**src/rtl/sm_mul_arbiter.sv**
```systemverilog
// Round-robin front end that shares one sequential (SM) multiplier among
// several requesters and returns tagged products, with a timeout guard.
module sm_mul_arbiter #(
    parameter int unsigned NUM_REQ = 4,
    parameter int unsigned WIDTH   = 16,
    parameter int unsigned TIMEOUT = 64,
    parameter int unsigned ID_W    = $clog2(NUM_REQ)
) (
    input  logic                     clk,
    input  logic                     reset,
    input  logic [NUM_REQ-1:0]       req_valid,
    output logic [NUM_REQ-1:0]       req_ready,
    input  logic [NUM_REQ*WIDTH-1:0] req_a,
    input  logic [NUM_REQ*WIDTH-1:0] req_b,
    output logic                     rsp_valid,
    input  logic                     rsp_ready,
    output logic [ID_W-1:0]          rsp_id,
    output logic [2*WIDTH-1:0]       rsp_product,
    output logic                     rsp_error,
    output logic                     mul_start,
    output logic [WIDTH-1:0]         mul_multiplicand,
    output logic [WIDTH-1:0]         mul_multiplier,
    input  logic [2*WIDTH-1:0]       mul_product,
    input  logic                     mul_ready
);

    localparam int unsigned CNT_W = (TIMEOUT > 1) ? $clog2(TIMEOUT) : 1;

    localparam logic [2:0] S_IDLE  = 3'd0;
    localparam logic [2:0] S_START = 3'd1;
    localparam logic [2:0] S_ARM   = 3'd2;
    localparam logic [2:0] S_WAIT  = 3'd3;
    localparam logic [2:0] S_RESP  = 3'd4;

    logic [2:0]         state_q, state_d;
    logic [ID_W-1:0]    rr_ptr_q, rr_ptr_d;
    logic [ID_W-1:0]    cur_id_q, cur_id_d;
    logic [CNT_W-1:0]   cnt_q, cnt_d;
    logic [WIDTH-1:0]   opa_q, opa_d;
    logic [WIDTH-1:0]   opb_q, opb_d;
    logic               start_q, start_d;
    logic               rsp_valid_q, rsp_valid_d;
    logic [ID_W-1:0]    rsp_id_q, rsp_id_d;
    logic [2*WIDTH-1:0] rsp_prod_q, rsp_prod_d;
    logic               rsp_err_q, rsp_err_d;

    logic [ID_W-1:0]    grant;
    logic [ID_W-1:0]    cand;
    logic               grant_found;
    logic               accept;

    logic [WIDTH-1:0]   a_arr [NUM_REQ];
    logic [WIDTH-1:0]   b_arr [NUM_REQ];

    // Index arithmetic modulo NUM_REQ; works for non-power-of-two counts.
    function automatic logic [ID_W-1:0] wrap_inc(input logic [ID_W-1:0] base,
                                                 input int unsigned step);
        int unsigned sum;
        sum = 32'(base) + step;
        if (sum >= NUM_REQ) begin
            sum = sum - NUM_REQ;
        end
        return ID_W'(sum);
    endfunction

    // Split the packed operand buses into per-requester words.
    for (genvar g = 0; g < NUM_REQ; g++) begin : g_unpack
        assign a_arr[g] = req_a[g*WIDTH +: WIDTH];
        assign b_arr[g] = req_b[g*WIDTH +: WIDTH];
    end

    // Round-robin search starting at rr_ptr for the first valid requester.
    always_comb begin
        grant       = '0;
        cand        = '0;
        grant_found = 1'b0;
        for (int unsigned k = 0; k < NUM_REQ; k++) begin
            cand = wrap_inc(rr_ptr_q, k);
            if (!grant_found && req_valid[cand]) begin
                grant_found = 1'b1;
                grant       = cand;
            end
        end
    end

    assign accept = (state_q == S_IDLE) && grant_found && !reset;

    // Ready is offered only to the granted requester, only while idle.
    always_comb begin
        req_ready = '0;
        if (accept) begin
            req_ready[grant] = 1'b1;
        end
    end

    // Next-state and datapath-update logic for the sequencer.
    always_comb begin
        state_d     = state_q;
        rr_ptr_d    = rr_ptr_q;
        cur_id_d    = cur_id_q;
        cnt_d       = cnt_q;
        opa_d       = opa_q;
        opb_d       = opb_q;
        start_d     = 1'b0;
        rsp_valid_d = rsp_valid_q;
        rsp_id_d    = rsp_id_q;
        rsp_prod_d  = rsp_prod_q;
        rsp_err_d   = rsp_err_q;
        case (state_q)
            S_IDLE: begin
                if (accept) begin
                    opa_d    = a_arr[grant];
                    opb_d    = b_arr[grant];
                    cur_id_d = grant;
                    start_d  = 1'b1;
                    state_d  = S_START;
                end
            end
            S_START: begin
                state_d = S_ARM;
            end
            S_ARM: begin
                // Skip one cycle so a ready left high by the prior op is not taken.
                cnt_d   = '0;
                state_d = S_WAIT;
            end
            S_WAIT: begin
                if (mul_ready) begin
                    rsp_prod_d  = mul_product;
                    rsp_err_d   = 1'b0;
                    rsp_valid_d = 1'b1;
                    rsp_id_d    = cur_id_q;
                    state_d     = S_RESP;
                end else if (cnt_q == CNT_W'(TIMEOUT - 1)) begin
                    rsp_prod_d  = '0;
                    rsp_err_d   = 1'b1;
                    rsp_valid_d = 1'b1;
                    rsp_id_d    = cur_id_q;
                    state_d     = S_RESP;
                end else begin
                    cnt_d = cnt_q + CNT_W'(1);
                end
            end
            S_RESP: begin
                if (rsp_ready) begin
                    rsp_valid_d = 1'b0;
                    rr_ptr_d    = wrap_inc(cur_id_q, 1);
                    state_d     = S_IDLE;
                end
            end
            default: begin
                state_d = S_IDLE;
            end
        endcase
    end

    // State and output registers.
    always_ff @(posedge clk or posedge reset) begin
        if (reset) begin
            state_q     <= S_IDLE;
            rr_ptr_q    <= '0;
            cur_id_q    <= '0;
            cnt_q       <= '0;
            opa_q       <= '0;
            opb_q       <= '0;
            start_q     <= 1'b0;
            rsp_valid_q <= 1'b0;
            rsp_id_q    <= '0;
            rsp_prod_q  <= '0;
            rsp_err_q   <= 1'b0;
        end else begin
            state_q     <= state_d;
            rr_ptr_q    <= rr_ptr_d;
            cur_id_q    <= cur_id_d;
            cnt_q       <= cnt_d;
            opa_q       <= opa_d;
            opb_q       <= opb_d;
            start_q     <= start_d;
            rsp_valid_q <= rsp_valid_d;
            rsp_id_q    <= rsp_id_d;
            rsp_prod_q  <= rsp_prod_d;
            rsp_err_q   <= rsp_err_d;
        end
    end

    assign mul_start        = start_q;
    assign mul_multiplicand = opa_q;
    assign mul_multiplier   = opb_q;
    assign rsp_valid        = rsp_valid_q;
    assign rsp_id           = rsp_id_q;
    assign rsp_product      = rsp_prod_q;
    assign rsp_error        = rsp_err_q;

endmodule

```
**config.mk**
```make
export PLATFORM = sky130hd
export DESIGN_NAME = sm_mul_arbiter
export DESIGN_NICKNAME = d
export VERILOG_FILES = /design/src/rtl/sm_mul_arbiter.sv
export SDC_FILE = /design/constraint.sdc
export NUM_CORES = 1
export LEC_CHECK = 0
export ABC_AREA = 0
export BUFFER_PORTS_ARGS = -buffer_cell sky130_fd_sc_hd__buf_2
export CAP_MARGIN = 10
export CORE_UTILIZATION = 45
export DETAILED_ROUTE_END_ITERATION = 10
export PLACE_DENSITY = 0.91
export SLEW_MARGIN = 20
export SYNTH_ARGS = -nofsm -noshare
export SYNTH_HDL_FRONTEND = slang
export SYNTH_SLANG_ARGS = --single-unit
```
**constraint.sdc**
```tcl
create_clock -name clk -period 2.54 [get_ports clk]
set_clock_uncertainty 0.1 [all_clocks]
set_input_delay 0.127 -clock clk [delete_from_list [all_inputs] [get_ports clk]]
set_output_delay 0.127 -clock clk [all_outputs]
set_load 0.02 [all_outputs]
```
Word level (Yosys, flattened, before mapping)

Cells that the tools add are included.

Register bits after elaboration: 82
Input bits: 168
Output and inout port bits: 73
Logic and storage cells: 113

$add $sub $neg: 10
Magnitude comparators: 12
Equal/unequal tests: 10
Muxes and demuxes: 49
Bitwise logic cells: 1
Reduce and logical (&&, ||, !) cells: 20

Operators with widths:

| operator                                                              | number |
|---|---|
| 16-bit binary-select mux with 2-bit select                            | 2 |
| 16-bit two-way mux                                                    | 4 |
| 32-bit two-way mux                                                    | 2 |
| 2-bit two-way mux                                                     | 11 |
| 3-bit greater-or-equal comparator, second input constant              | 5 |
| 2-bit by 3-bit < comparator with 1-bit output, second input constant  | 5 |
| 1-bit two-way mux                                                     | 15 |
| 3-bit case mux with 5 select lines                                    | 1 |
| 3-bit two-way mux                                                     | 4 |
| 6-bit two-way mux                                                     | 2 |
| 6-bit case mux with 2 select lines                                    | 1 |
| 2-bit by 1-bit subtractor with 2-bit output, second input constant    | 5 |
| 3-bit AND reduction                                                   | 3 |
| 1-bit binary-select mux with 2-bit select                             | 4 |
| 2-bit inequality test, second input constant                          | 4 |
| 2-bit by 1-bit adder with 3-bit output, second input constant         | 2 |
| 2-bit by 2-bit adder with 3-bit output, second input constant         | 2 |
| 6-bit by 1-bit adder with 6-bit output, second input constant         | 1 |
| 3-bit by 2-bit equality test with 1-bit output, second input constant | 2 |
| 6-bit equality test, second input constant                            | 1 |
| 1-bit logical AND                                                     | 6 |
| 2-bit AND reduction                                                   | 3 |
| 2-bit nonzero test                                                    | 3 |
| 1-bit zero test                                                       | 4 |
| 10 further kinds                                                      | 10 |

Logic depth before layout (Yosys ltp)

Depth in word-level cells: 19
Depth in mapped cells: 8
Mapped depth without buffers: 6

Worst setup path before layout

No wires, ideal clock.

Path type: register to output
From: reg state_q[2]
To: out req_ready[1]
Arrival: 1679 ps
Data required time: 2313 ps
Slack: 634 ps
Cell stages (with the launch flop): 6
Path buffers: 2
Cell sequence: dfrtp_1 -> nor4_1 -> nand2_1 -> buf_2 -> clkbuf_1 -> nor3_1

Cells in the longest elaborated chain, start to end: 4

Ends and longest elaborated chain:

| element                        | RTL line | source |
|---|---|---|
| start, declared                | 35       | `logic [2:0] state_q, state_d;` |
| start signal, assigned         | 172      | `state_q <= state_d;` |
| 3-bit zero test                | 86       | `assign accept = (state_q == S_IDLE) && grant_found && !reset;` |
| 1-bit logical AND (2 in a row) | 86       |  |
| 4-bit two-way mux              | 91       | `if (accept) begin` |
| end, declared                  | 12       | `output logic [NUM_REQ-1:0] req_ready,` |

Every way passes these cells.

Worst setup path in the final report

From: reg rr_ptr_q[1]
To: reg opb_q[1] (netlist: mul_multiplier[1])

Cells in the longest elaborated chain, start to end: 18
Elaborated cells between the ends (all ways): 44
Those cells by class: add/sub (7); order compare (4); mux (23); bitwise (1); reduce/logical (9)

Ends and longest elaborated chain:

| element                                                                         | RTL line | source |
|---|---|---|
| start, declared                                                                 | 36       | `logic [ID_W-1:0] rr_ptr_q, rr_ptr_d;` |
| start signal, assigned                                                          | 173      | `rr_ptr_q <= rr_ptr_d;` |
| branches (longest 18 deep; another with 2-bit by 1-bit adder with 3-bit output) | -        |  |
| end signal, assigned                                                            | 177      | `opb_q <= opb_d;` |
| end, declared                                                                   | 40       | `logic [WIDTH-1:0] opb_q, opb_d;` |

Several ways; the timed one is not identified. The select of a mux whose other input is x is not followed.
A chain may end at the register's enable or synchronous reset.

==> summary.md <==
| Metric | Value |
|---|---|
| Die Ht | `between 100 and 150 um` |
| Mapped cell area | `about 4400 um^2` |
| CP bufs+invs | `3` |
| Min cycle time layout | `around 2.4 ns` |
| Final setup TNS | `0 ns` |
| Fmax | `between 0.4 and 0.5 GHz` |
| CP max FO | `13` |
| Core box area | `9330 um^2` |
| Initial drt markers | `~330` |
| Net Count, Synth | `between 600 and 700` |
| Power, Total | `about 0.007 W` |
| CTS buffer count | `9` |
| Status | `finished clean` |
| Synthesized area per cell | `9.85 um^2` |
| Cell variety after synth | `between 40 and 50` |
| First-pass detailed-route iteration total | `5` |
| Clock slew at reported path FFs | `around 0.10 ns` |
| First-pass GRT wire length | `approximately 27,000 um` |
| Antenna violations before repair | `0` |
| P per Cell Area | `about 1100 nW/um^2` |
| Top FF cell, synth | `dfrtp_1` |
| Post-synth ARST share | `100%` |
| P_sw | `around 0.0033 W` |
| Seq. cell area | `about 2100 um^2` |
| Post-DRT Antenna Nets | `0` |
| Worst hold slack | `between 0.005 and 0.006 ns` |
| Cells after Synth | `between 400 and 500` |
| Tot GR Track Use | `34.0%` |
| Final wirelength | `approximately 17,000 um` |
| Yosys warning count | `0` |
| Stages on the worst setup path | `7` |
| I/O Pins | `241` |
| WP data arrival | `2.56 ns` |
| Root Driver | `clkbuf_8` |
| Final setup viols | `0` |
| Final hold vios | `0` |
| Yosys reg bits | `slightly above 80` |
| Comb power frac | `between 50% and 60%` |
| Final core utilization | `between 70% and 80%` |
| Reg2reg end | `mul_multiplier[1]$_DFFE_PP0P_` |
| Hold Startpoint | `mul_ready` |
| Post-synth EDFFs | `0` |
| Final net count | `around 920` |
| WHS Path Cells | `4` |
| H-tree depth | `3` |
| Vias | `around 5,300` |
| Placement row count | `35` |
| Leakage | `between 3 and 4 nW` |
| Worst hold path class | `primary input to register` |
| Setup CP Type | `register to register` |
| Worst Path Required | `2.67 ns` |
| Worst Setup Start Kind | `register` |
| Remaining Overflow, GRT | `0` |
| Vias in the first global route | `5,397` |
| Detail Placement HPWL | `between 10,000 and 15,000 um` |
| I/O Buffers | `240` |
| Cell count of the worst reg-to-reg path | `7` |
| CP delay by family, top | `compound AO/OA/AOI/OAI gates` |
| Reg2Reg Launch Point | `rr_ptr_q[1]$_DFFE_PP0P_` |
| Post-route DRC | `0` |
| Clock Path Buffers | `2` |
| Share of cells above drive strength 1 | `around 41%` |
| Setup slack, reg-to-reg | `roughly 0.11 ns` |
| Number of max-cap violations | `0` |
| Crit path cell chain | `buf_4, inv_1, a31oi_2, o21ai_4, a221oi_2, a21oi_2, dlygate4sd3_1` |
| Hold worst-path end | `state_q[0]$_DFFE_PP0P_` |
| RSZ-0062 raised after global routing | `false` |
| Setup bufs post-CTS | `0` |
| Worst relative slew slack | `42.4%` |
| Final slew viol count | `0` |
| P&R area growth vs syn | `51.1%` |
| Slowest-stage cell, CP | `dlygate4sd3_1` |
| Routability cong. | `approximately 0.95` |
| Slew @ Worst Pin | `just under 0.9 ns` |
| Sequential share of power | `~33%` |
| Fraction of the cycle the final worst path needs | `approximately 96%` |
| Clock Latency Late Sink | `~0.35 ns` |
| Yosys top cell area share | `46.8%` |
| Largest net degree at the start of global routing | `47` |
| Switching Share | `47.0%` |
| Initial cell density of the core | `47.0%` |
| Seq/Total Area, Yosys | `a little under half` |
| Die area | `around 10,000 um^2` |
| P_int | `between 0.003 and 0.004 W` |
| WL/cell | `slightly below 20 um` |
| Endpoint class of the critical path | `register` |
| Clock Sinks | `82` |
| Clock share of power | `13.1%` |
| Vias per cell | `6.02` |
| Filler cells | `a little over 700` |
| Multi-input gate area in the final layout | `roughly 2100 um^2` |
| CTS tree | `yes` |
| Cell taking the most area after synthesis | `dfrtp_1` |
| Die width | `101 um` |
| Synth top area cells | `dfrtp_1, a22o_1, a221oi_1, a21o_1, o21ai_0` |
| Max VDD drop | `approximately 0.57 mV` |
| Slowest Stage Delay on Critical Path | `~0.57 ns` |
[cells by family (layout without fill, tap and decap cells)]
family / Yosys count / after routing / share of synthesized area, %
AO/OA/AOI/OAI: 190 / 191 / 32.5
XOR/XNOR: 3 / 3 / 0.600
adder cells (fa/ha/maj): 1 / 1 / 0.285
buffers and inverters: 45 / 351 / 5.48
flip-flops: 82 / 82 / 46.8
multiplexers: 3 / 3 / 0.771
other: 0 / 1 / 0
AND/OR/NAND/NOR: 121 / 121 / 13.5
[through the flow]
step	std cells	area (um^2)	setup slack (ns)
detailed placement	792	5670	0.481
floorplan	445	4380	0.205
CTS	880	6570	0.0254
global placement	792	5660	0.229
finish	882	6620	0.112
global route	881	6620	0.0147
[worst register-to-register path: cells and delay by family (launching register included)]
| kind | cells | cell delay (ns) |
|---|---|---|
| compound gates | 4 | 0.99 |
| buf+inv | 3 | 0.90 |
| flops | 1 | 0.35 |
[power groups by stage]
stage	Combinational [W]	Clock, W	Sequential (W)
2_1_floorplan	0.00176	0	0.00292
3_5_place_dp	0.00358	0	0.00229
6_report	0.00384	0.000926	0.00231
3_3_place_gp	0.00346	0	0.00227
5_1_grt	0.00410	0.000976	0.00238
4_1_cts	0.00370	0.000929	0.00227
[synth_stat cells (2+ instances only)]
cell type / instances
dfrtp_1: 82
nor2_1: 44
o21ai_0: 39
a22o_1: 36
nand3_1: 36
a21o_1: 32
a221oi_1: 32
a21oi_2: 20
a21oi_1: 17
nand2_1: 16
clkbuf_1: 15
buf_2: 14
buf_6: 7
inv_1: 7
nor3_1: 6
a211oi_1: 3
and3_1: 3
mux2_2: 3
nand2b_1: 3
a31oi_1: 2
nor2b_1: 2
xnor2_1: 2
[how the worst max path moves through the flow]
stage | start | slack (ns) | to
finish | rr_ptr_q[1]$_DFFE_PP0P_ | 0.11 | mul_multiplier[1]$_DFFE_PP0P_
global route | rr_ptr_q[1]$_DFFE_PP0P_ | 0.01 | mul_multiplicand[10]$_DFFE_PP0P_
CTS | rr_ptr_q[0]$_DFFE_PP0P_ | 0.03 | mul_multiplier[1]$_DFFE_PP0P_
detailed placement | rr_ptr_q[0]$_DFFE_PP0P_ | 0.48 | mul_multiplicand[4]$_DFFE_PP0P_
global placement | rr_ptr_q[0]$_DFFE_PP0P_ | 0.23 | req_ready[0]
floorplan | reset | 0.20 | cnt_q[0]$_DFFE_PP0P_
[placed cells by master, fill, tap and decap left out, types with 2 or more instances in the layout]
cell type	Yosys	final
a211oi_1	3	3
a21o_1	32	32
a21oi_1	17	17
a21oi_2	20	20
a221oi_1	32	30
a221oi_2	0	2
a22o_1	36	36
and3_1	3	3
buf_2	14	240
buf_4	0	11
buf_6	7	3
clkbuf_8	0	9
clkinv_2	0	2
clkinvlp_4	0	2
dfrtp_1	82	80
dfrtp_2	0	2
dlygate4sd3_1	0	72
inv_1	7	6
inv_6	0	3
mux2_2	3	3
nand2_1	16	16
nand2b_1	3	3
nand3_1	36	36
nor2_1	44	43
nor2b_1	2	2
nor3_1	6	6
o21ai_0	39	39
xnor2_1	2	2
[per-layer routing]
| metal | wire length (um) | global-route usage, % | vias up | part of all wire (%) |
|---|---|---|---|---|
| li1 | - | - | 2277 | - |
| met1 | 6120 | 39.5 | 2527 | 36 |
| met2 | 8670 | 59.3 | 402 | 50 |
| met3 | 1480 | 5.83 | 101 | 8.6 |
| met4 | 969 | 20.0 | 0 | 5.6 |
| met5 | 0 | 0 | - | 0 |
[repair_timing]
item,in CTS,in global routing
hold endpoints to repair,91,0
resized for setup,0,10
endpoints found under the setup margin,0,7
hold buffers,72,0
[cell type report]
| class | count | share of cell area [%] |
|---|---|---|
| sequential | 82 | 31.0 |
| tap | 129 | 2.44 |
| clock inverter | 7 | 0.869 |
| clock buffer | 9 | 1.87 |
| multi-input combinational | 319 | 32.2 |
| inverter | 8 | 0.472 |
| antenna | 1 | 0.0378 |
| timing repair buffer | 327 | 31.1 |
[flip-flops by register name, indices dropped and copies added, names as in the netlist]
register and count:
state_q 3, rsp_error 1, rsp_valid 1, rsp_product 32, cur_id_q 2, cnt_q 6
mul_start 1, rsp_id 2, mul_multiplier 16, mul_multiplicand 16, rr_ptr_q 2
Note: power is estimated with default switching activity, not from simulation.
